===== config.mk =====
export PLATFORM = sky130hd
export DESIGN_NAME = sar_search
export DESIGN_NICKNAME = d
export VERILOG_FILES = /design/src/rtl/sar_pkg.sv /design/src/rtl/sar_settle_timer.sv /design/src/rtl/sar_search.sv
export SDC_FILE = /design/constraint.sdc
export NUM_CORES = 1
export LEC_CHECK = 0
export BUFFER_PORTS_ARGS = -buffer_cell sky130_fd_sc_hd__buf_2
export CAP_MARGIN = 10
export CORE_MARGIN = 8
export CORE_UTILIZATION = 50
export CTS_CLUSTER_SIZE = 30
export DETAILED_ROUTE_END_ITERATION = 6
export PLACE_DENSITY = 0.73
export SYNTH_ARGS = -nofsm -noshare
export SYNTH_HDL_FRONTEND = slang
export SYNTH_SLANG_ARGS = --single-unit

===== constraint.sdc =====
create_clock -name clk -period 1.8 [get_ports clk]
set_input_delay 0.36 -clock clk [delete_from_list [all_inputs] [get_ports clk]]
set_output_delay 0.36 -clock clk [all_outputs]
set_load 0.03 [all_outputs]

===== src/rtl/sar_pkg.sv =====
// Shared types and helpers for the successive-approximation search controller.
package sar_pkg;

   typedef enum logic [1:0] {
      IDLE = 2'd0,
      RUN  = 2'd1,
      FIN  = 2'd2
   } sar_state_t;

   // Comparator flags are trustworthy only when exactly one of them is asserted.
   function automatic logic flags_legal(input logic g, input logic s, input logic e);
      return (g & ~s & ~e) | (~g & s & ~e) | (~g & ~s & e);
   endfunction

endpackage


===== src/rtl/sar_settle_timer.sv =====
// Loadable down-counter with a zero flag; paces each trial's settle window.
module sar_settle_timer #(
   parameter int unsigned CW = 1
) (
   input  logic          clk,
   input  logic          rst,
   input  logic          load,
   input  logic [CW-1:0] load_val,
   output logic          zero
);

   logic [CW-1:0] cnt_r;

   // Counter register: load wins, otherwise count down and park at zero.
   always_ff @(posedge clk) begin
      if (rst) begin
         cnt_r <= {CW{1'b0}};
      end else if (load) begin
         cnt_r <= load_val;
      end else if (cnt_r != {CW{1'b0}}) begin
         cnt_r <= cnt_r - {{(CW-1){1'b0}}, 1'b1};
      end else begin
         cnt_r <= cnt_r;
      end
   end

   assign zero = (cnt_r == {CW{1'b0}});

endmodule


===== src/rtl/sar_search.sv =====
// SAR search controller driving a magnitude comparator's B operand.
// Optional build macro SAR_EARLY_EXIT_EN: finish as soon as Equal is sampled.
module sar_search
   import sar_pkg::*;
#(
   parameter int unsigned WIDTH  = 4,
   parameter int unsigned SETTLE = 1
) (
   input  logic             clk,
   input  logic             rst,
   input  logic             Start,
   input  logic             Greater,
   input  logic             Smaller,
   input  logic             Equal,
   output logic [WIDTH-1:0] Trial,
   output logic             Busy,
   output logic             Done,
   output logic [WIDTH-1:0] Result,
   output logic             Found,
   output logic             Error
);

   localparam int unsigned IW = (WIDTH > 1) ? $clog2(WIDTH) : 1;
   localparam int unsigned CW = (SETTLE > 1) ? $clog2(SETTLE) : 1;

   sar_state_t       state_r, state_nx_s;
   logic [IW-1:0]    idx_r;
   logic [WIDTH-1:0] p_r, trial_r, result_r;
   logic             busy_r, done_r, found_r, error_r;

   logic             accept_s, sample_s, legal_s, early_s, last_s, load_s, cnt_zero_s;
   logic [WIDTH-1:0] bit_s, p_upd_s;

   assign accept_s = (state_r == IDLE) && Start;
   assign sample_s = (state_r == RUN) && cnt_zero_s;
   assign legal_s  = flags_legal(Greater, Smaller, Equal);
   assign last_s   = (idx_r == {IW{1'b0}});
   assign bit_s    = {{(WIDTH-1){1'b0}}, 1'b1} << idx_r;
   // Equal keeps the bit just like Greater.
   assign p_upd_s  = (Greater | Equal) ? (p_r | bit_s) : (p_r & ~bit_s);
`ifdef SAR_EARLY_EXIT_EN
   assign early_s  = legal_s & Equal;
`else
   assign early_s  = 1'b0;
`endif
   assign load_s   = accept_s | (sample_s & legal_s & ~last_s & ~early_s);

   sar_settle_timer #(.CW(CW)) u_timer (
      .clk      (clk),
      .rst      (rst),
      .load     (load_s),
      .load_val (CW'(SETTLE - 1)),
      .zero     (cnt_zero_s)
   );

   // State register.
   always_ff @(posedge clk) begin
      if (rst) begin
         state_r <= IDLE;
      end else begin
         state_r <= state_nx_s;
      end
   end

   // Next-state logic.
   always_comb begin
      state_nx_s = state_r;
      case (state_r)
         IDLE: begin
            if (Start) state_nx_s = RUN;
            else       state_nx_s = IDLE;
         end
         RUN: begin
            if (sample_s && (!legal_s || last_s || early_s)) state_nx_s = FIN;
            else                                              state_nx_s = RUN;
         end
         FIN:     state_nx_s = IDLE;
         default: state_nx_s = IDLE;
      endcase
   end

   // Datapath and registered outputs.
   always_ff @(posedge clk) begin
      if (rst) begin
         idx_r    <= {IW{1'b0}};
         p_r      <= {WIDTH{1'b0}};
         trial_r  <= {WIDTH{1'b0}};
         result_r <= {WIDTH{1'b0}};
         found_r  <= 1'b0;
         error_r  <= 1'b0;
         busy_r   <= 1'b0;
         done_r   <= 1'b0;
      end else begin
         busy_r <= (state_nx_s == RUN);
         done_r <= (state_nx_s == FIN);
         case (state_r)
            IDLE: begin
               if (Start) begin
                  p_r      <= {WIDTH{1'b0}};
                  idx_r    <= IW'(WIDTH - 1);
                  trial_r  <= {1'b1, {(WIDTH-1){1'b0}}};
                  result_r <= {WIDTH{1'b0}};
                  found_r  <= 1'b0;
                  error_r  <= 1'b0;
               end else begin
                  trial_r  <= {WIDTH{1'b0}};
               end
            end
            RUN: begin
               if (sample_s && !legal_s) begin
                  error_r  <= 1'b1;
                  result_r <= {WIDTH{1'b0}};
                  found_r  <= 1'b0;
               end else if (sample_s) begin
                  p_r <= p_upd_s;
                  if (Equal) found_r <= 1'b1;
                  if (early_s) begin
                     result_r <= trial_r;
                  end else if (last_s) begin
                     result_r <= p_upd_s;
                  end else begin
                     idx_r   <= idx_r - {{(IW-1){1'b0}}, 1'b1};
                     trial_r <= p_upd_s | (bit_s >> 1);
                  end
               end else begin
                  trial_r <= trial_r;
               end
            end
            FIN:     trial_r <= {WIDTH{1'b0}};
            default: trial_r <= {WIDTH{1'b0}};
         endcase
      end
   end

   assign Trial  = trial_r;
   assign Busy   = busy_r;
   assign Done   = done_r;
   assign Result = result_r;
   assign Found  = found_r;
   assign Error  = error_r;

endmodule


==> impl_metrics.env, run 1 <==
export IMPL_yosysWarnings=0
export IMPL_cts_repair_resized=0
export IMPL_rsz0062_at_grt="no"
export IMPL_final_setup_viol_count=0
export IMPL_synthMostInstantiatedCell="dfxtp_1"
export IMPL_worst_r2r_path_depth=5
export IMPL_grt_antenna_before_repair=0
export IMPL_floorplan_initialDensity=0.533
export IMPL_slew_viol_final=0
export IMPL_cts_tree="yes"
export IMPL_clock_root_buffer="clkbuf_4"
export IMPL_layout_filler_cells=160
export IMPL_gp_congestion=0.773
export IMPL_crit_path_end_kind="flip-flop"
export IMPL_final_period_minus_worst_setup_slack_ns=1.66
export IMPL_synth_area_leaders="dfxtp_1 46%, a21oi_1 7.1%, ha_1 5.4%, nand2_1 4.9%, or3_1 4.1%"
export IMPL_synth_largest_area_cell="dfxtp_1"
export IMPL_seq_area_frac_synth=0.457
export IMPL_crit_chain="inv_1, ha_1, o31ai_2, or3_1, a21oi_1"
export IMPL_hold_viol_final=0
export IMPL_post_cts_setup_buffers=0
export IMPL_worstReg2RegStart="idx_r[0]"
export IMPL_cpPeakStageDelay_ns=0.49
export IMPL_synth_top_area_share=0.457
export IMPL_post_dp_hpwl_mm=1.44
export IMPL_die_width_um=58.9
export IMPL_synth_seq_cells=21
export IMPL_avgSynthCellArea_um2=8.68
export IMPL_antennaDiodeCount=0
export IMPL_detail_route_vias_per_cell=5.18
export IMPL_number_of_vias_after_detailed_routing=793
export IMPL_die_height_um=58.9
export IMPL_timing_setup_tns_ns=0
export IMPL_numPlacedInstances=149
export IMPL_hold_depth=3
export IMPL_clk_latency_ns=0.30
export IMPL_instances_no_fill=153
export IMPL_synthCells=106
export IMPL_core_area_um2=1730
export IMPL_die_area_um2=3470
export IMPL_ios=18
export IMPL_clock_fmax_ghz=0.604
export IMPL_synth_top_cells_by_count="21 x dfxtp_1, 13 x a21oi_1, 12 x nand2_1"
export IMPL_netlist_cell_type_count=28
export IMPL_nets=139
export IMPL_run_status="finished, final reports clean"
export IMPL_synth_main_ff_cell="dfxtp_1"
export IMPL_placement_rows=15
export IMPL_cts_buffer_depth=2
export IMPL_worst_r2r_setup_slack_ns=0.14
export IMPL_grt_pass1_vias=709
export IMPL_track_usage=0.120
export IMPL_reg2reg_to="Result[0]"
export IMPL_critPathLaunch="idx_r[0]"
export IMPL_vdd_drop_max_mv=0.564
export IMPL_critPathLaunchType="flip-flop"
export IMPL_numCtsBuffers=3
export IMPL_grt_start_max_net_pins=21
export IMPL_cts_hold_repair_buffers=0
export IMPL_mappedNetlistArea_um2=920
export IMPL_wire_length_of_the_first_global_routing_pass_mm=3.15
export IMPL_cts_htree_levels=1
export IMPL_critical_path_endpoint="Result[0]"
export IMPL_power_per_cell_area_nw_per_um2=836
export IMPL_numPortBuffers=17
export IMPL_final_min_period_over_clock_period=0.920
export IMPL_critPathMaxFanout=7
export IMPL_routed_wire_length_per_instance_um=12.4
export IMPL_finalWirelength_mm=1.90
export IMPL_cellLeakagePower_nw=0.445
export IMPL_synth_net_count=116
export IMPL_maxcap_violations=0
export IMPL_gr_total_overflow=0
export IMPL_cp_data_arrival_time_ns=1.84
export IMPL_critPathKind="flip-flop to flip-flop"
export IMPL_drt_pass1_iterations=4
export IMPL_drc=0
export IMPL_async_flop_share=0
export IMPL_postRouteAntennaNets=0
export IMPL_timing_critical_path_required_ns=1.99
export IMPL_classification_of_the_worst_slack_hold_path="input pin to flip-flop"
export IMPL_clk_pin_slew_worst_paths_ns=0.12
export IMPL_detailedRoute_firstIterationViolations=11
export IMPL_clock_sink_count=21
export IMPL_synth_edf_count=0
export IMPL_final_setup_skew_ns=0.00113
export IMPL_worst_path_max_delay_cell="o31ai_2"
export IMPL_drive_gt1_frac=0.219
export IMPL_flow_area_growth_from_synthesis_pct=17.3
how the worst min path moves through the flow:
stage | startpoint | end | slack (ns)
after floorplan | p_r[0] | p_r[0] | 0.43
after global placement | p_r[0] | p_r[0] | 0.43
after detailed placement | p_r[0] | p_r[0] | 0.44
after CTS | Start | Busy | 0.35
after global routing | Start | state_r[0] | 0.39
final | Start | Busy | 0.36
where the power goes:
part	switching [mW]	internal, mW	total [mW]
logic	0.114	0.0614	0.175
clock network	0.143	0.0829	0.226
registers	0.0146	0.485	0.500
cell families (layout without fill, tap and decap cells):
family / count (synthesis) / in the layout / share of synthesized area
simple gates: 44 / 44 / 0.248
compound gates: 30 / 30 / 0.200
flops: 21 / 21 / 0.457
fa+ha+maj: 4 / 4 / 0.0544
buf+inv: 4 / 26 / 0.0163
other cells: 1 / 1 / 0.00408
xor+xnor: 1 / 1 / 0.00953
mux: 1 / 1 / 0.0109
cell type report:
cell class,instances,area [µm²],area share
multi-input combinational,81,484,0.449
sequential,21,420,0.390
tap,25,31.3,0.0290
timing repair buffer,20,108,0.0998
clock inverter,1,5.00,0.00464
clock buffer,3,22.5,0.0209
inverter,2,7.51,0.00696
per-layer routing:
metal  GRT usage  up-vias  wire length, µm
met5           0        -                0
met4      0.0887        0               40
met1       0.145      354              891
li1            -      421                -
met2       0.170       14              884
met3      0.0413        4               81
worst max-delay path, delay by kind of cell (launching register included):
kind | cells | cell delay [ns]
and+or+nand+nor | 1 | 0.18
AOI/OAI and AO/OA | 2 | 0.56
buffers and inverters | 1 | 0.08
DFF | 1 | 0.42
adders and majority gates | 1 | 0.29
state kept, by name, indices dropped and copies added, names as in the netlist:
| register | count |
|---|---|
| Error | 1 |
| state_r | 2 |
| Done | 1 |
| Found | 1 |
| p_r | 4 |
| Busy | 1 |
| u_timer.cnt_r | 1 |
| Trial | 4 |
| Result | 4 |
| idx_r | 2 |
placed cells by master (no fill, tap or decap):
master     Yosys  routed
o21a_1         1       1
mux2i_1        1       1
conb_1         1       1
o2111ai_1      1       1
a211oi_1       3       3
nor4_1         3       3
buf_4          0       3
o21ai_1        1       1
a211oi_2       1       1
xor2_1         1       1
clkbuf_4       0       3
or2_2          1       1
o21ai_2        1       1
nor3_1         6       6
o31ai_2        1       1
dfxtp_1       21      21
nor2_1         8       8
inv_1          2       2
nand3b_1       1       1
o22ai_1        1       1
clkinv_2       0       1
a21oi_1       13      13
o21ai_0        7       7
and2b_1        1       1
nand2b_1       2       2
or3_1          6       6
nand2_1       12      12
and3b_1        3       3
buf_2          0      17
and2_1         1       1
ha_1           4       4
through the flow:
step                       util  power, mW  setup slack, ns  hold slack [ns]  instance area [µm²]
after floorplan               -      0.634            0.249            0.429                  920
after global placement    0.609      0.682            0.155            0.435                 1050
after detailed placement  0.609      0.686            0.115            0.443                 1050
after CTS                 0.625      0.909            0.161            0.355                 1080
after global routing      0.625      0.962          0.00433            0.387                 1080
final                     0.625      0.901            0.145            0.355                 1080
(Power assumes the default switching activity.)
==> run 2: changes to the inputs <==
- BUFFER_PORTS_ARGS: -buffer_cell sky130_fd_sc_hd__buf_2 -> -buffer_cell sky130_fd_sc_hd__buf_4
- RECOVER_POWER: default -> 25
==> run 2 against run 1 <==
- core utilization grew 0.65 points
- worst setup slack gained 0.048 ns
- maximum frequency grew 3.0%
- die area unchanged
- clock-buffer cell count up 1
- critical path type unchanged
- flip-flop and latch count unchanged
- final area up 1.0%
- power up 0.40%
- largest power group unchanged
==> impl_metrics.env, run 2 (synthesis results as in run 1) <==
export IMPL_worst_r2r_path_depth=5
export IMPL_post_cts_setup_buffers=0
export IMPL_hp_start="rst"
export IMPL_use_met3=0.0283
export IMPL_met1_usage=0.127
export IMPL_core_area_um2=1730
export IMPL_cpLargestDelayFamily="compound AO/OA/AOI/OAI gates"
export IMPL_placement_rows=15
export IMPL_crit_path_end_kind="flip-flop"
export IMPL_ios=18
export IMPL_clock_root_buffer="clkbuf_4"
export IMPL_postLayoutSetupSlackWorst_ns=0.193
export IMPL_worst_r2r_setup_slack_ns=0.19
export IMPL_cp_data_arrival_time_ns=1.80
export IMPL_detail_route_vias_per_cell=5.28
export IMPL_wire_length_of_the_first_global_routing_pass_mm=3.15
export IMPL_clk_pin_slew_worst_paths_ns=0.11
export IMPL_cts_htree_levels=1
export IMPL_critPathKind="flip-flop to flip-flop"
export IMPL_cellLeakagePower_nw=0.413
export IMPL_routed_wire_length_per_instance_um=12.9
export IMPL_timing_setup_tns_ns=0
export IMPL_drt_pass1_iterations=4
export IMPL_flow_area_growth_from_synthesis_pct=18.5
export IMPL_critPathMaxFanout=7
export IMPL_numPlacedInstances=149
export IMPL_reg2reg_to="Result[2]"
export IMPL_track_usage=0.115
export IMPL_nets=139
export IMPL_gr_total_overflow=0
export IMPL_cts_hold_repair_buffers=0
export IMPL_classification_of_the_worst_slack_hold_path="input pin to flip-flop"
export IMPL_die_width_um=58.9
export IMPL_die_area_um2=3470
export IMPL_number_of_vias_after_detailed_routing=808
export IMPL_instances_no_fill=153
export IMPL_drive_gt1_frac=0.148
export IMPL_final_period_minus_worst_setup_slack_ns=1.61
export IMPL_cts_tree="yes"
export IMPL_cts_repair_resized=0
export IMPL_final_cell_area_um2=1090
export IMPL_final_min_period_over_clock_period=0.893
export IMPL_post_dp_hpwl_mm=1.51
export IMPL_maxcap_violations=0
export IMPL_crit_chain="inv_1, ha_1, o31ai_2, or3_1, a21oi_1"
export IMPL_hold_ws_ns=0.366
export IMPL_die_height_um=58.9
export IMPL_commonest_non_fill_non_tap_cell_in_the_layout="dfxtp_1"
export IMPL_clock_fmax_ghz=0.622
export IMPL_hold_end="p_r[2]"
export IMPL_layout_filler_cells=179
export IMPL_grt_start_max_net_pins=21
export IMPL_drc=0
export IMPL_wp_buf_inv=1
export IMPL_rsz0062_at_grt="no"
export IMPL_final_cell_mix="21 x dfxtp_1, 13 x a21oi_1, 12 x nand2_1, 12 x buf_4, 9 x clkbuf_1"
export IMPL_detailedRoute_firstIterationViolations=10
export IMPL_cts_buffer_depth=2
export IMPL_critPathLaunchType="flip-flop"
export IMPL_postRouteAntennaNets=0
export IMPL_postPlaceCellArea_um2=1090
export IMPL_gp_congestion=0.770
export IMPL_vdd_drop_max_mv=0.582
export IMPL_clk_latency_ns=0.30
export IMPL_clock_sink_count=21
export IMPL_slew_viol_final=0
export IMPL_power_per_cell_area_nw_per_um2=830
export IMPL_grt_util_met2=0.196
export IMPL_numCtsBuffers=3
export IMPL_hold_viol_final=0
export IMPL_grt_antenna_before_repair=0
export IMPL_timing_critical_path_required_ns=2.00
export IMPL_finalWirelength_mm=1.97
export IMPL_dp_slack_ns=0.0908
export IMPL_cpPeakStageDelay_ns=0.45
export IMPL_floorplan_initialDensity=0.533
export IMPL_final_setup_viol_count=0
export IMPL_hold_depth=2
export IMPL_numPortBuffers=17
export IMPL_final_setup_skew_ns=0.00183
export IMPL_run_status="finished, final reports clean"
export IMPL_worstReg2RegStart="idx_r[0]"
export IMPL_antennaDiodeCount=0
export IMPL_global_route_layer_with_the_greatest_usage="met2"
export IMPL_worst_path_max_delay_cell="o31ai_2"
export IMPL_grt_pass1_vias=770
==> run 2: cell count changes in the layout (fill, tap and decap cells not counted) <==
cell	previous run	this run
clkinv_2	1	0
buf_4	3	12
buf_2	17	0
clkbuf_1	0	9
==> run 2: worst max-delay path by stage <==
stage              from  cells after the start   endpoint
2_1_floorplan  idx_r[0]                      5   Trial[0]
3_3_place_gp    Smaller                      6  Result[2]
3_5_place_dp    Smaller                      6  Result[2]
4_1_cts        idx_r[0]                      5  Result[2]
5_1_grt        idx_r[0]                      6  Result[0]
6_report       idx_r[0]                      5  Result[2]
==> run 2: through the flow <==
step / utilization / power [mW]
after floorplan: - / 0.634
after global placement: 0.633 / 0.692
after detailed placement: 0.633 / 0.695
after CTS: 0.649 / 0.919
after global routing: 0.631 / 0.957
final: 0.631 / 0.905
==> run 2: cell type report <==
| class | count | area, µm² | share of cell area |
|---|---|---|---|
| inverter | 2 | 7.51 | 0.00689 |
| clock buffer | 4 | 26.3 | 0.0241 |
| timing repair buffer | 20 | 120 | 0.110 |
| sequential | 21 | 420 | 0.386 |
| multi-input combinational | 81 | 484 | 0.444 |
| tap | 25 | 31.3 | 0.0287 |
==> run 2: where the power goes <==
group	internal (mW)	leakage [nW]	switching, mW
sequential	0.485	0.171	0.0153
clock	0.0865	0.0150	0.139
combinational	0.0645	0.226	0.114
==> run 2: metal layers <==
layer | wire length [µm] | vias to the layer above
met4 | 31 | 0
li1 | - | 422
met3 | 124 | 5
met5 | 0 | -
met2 | 924 | 18
met1 | 885 | 363
==> run 2: worst reg2reg max path: cells and delay by family (launching register included) <==
| kind | cells | cell delay (ns) |
|---|---|---|
| AOI/OAI and AO/OA | 2 | 0.51 |
| DFF | 1 | 0.43 |
| adders and majority gates | 1 | 0.29 |
| and+or+nand+nor | 1 | 0.17 |
| buffers and inverters | 1 | 0.09 |
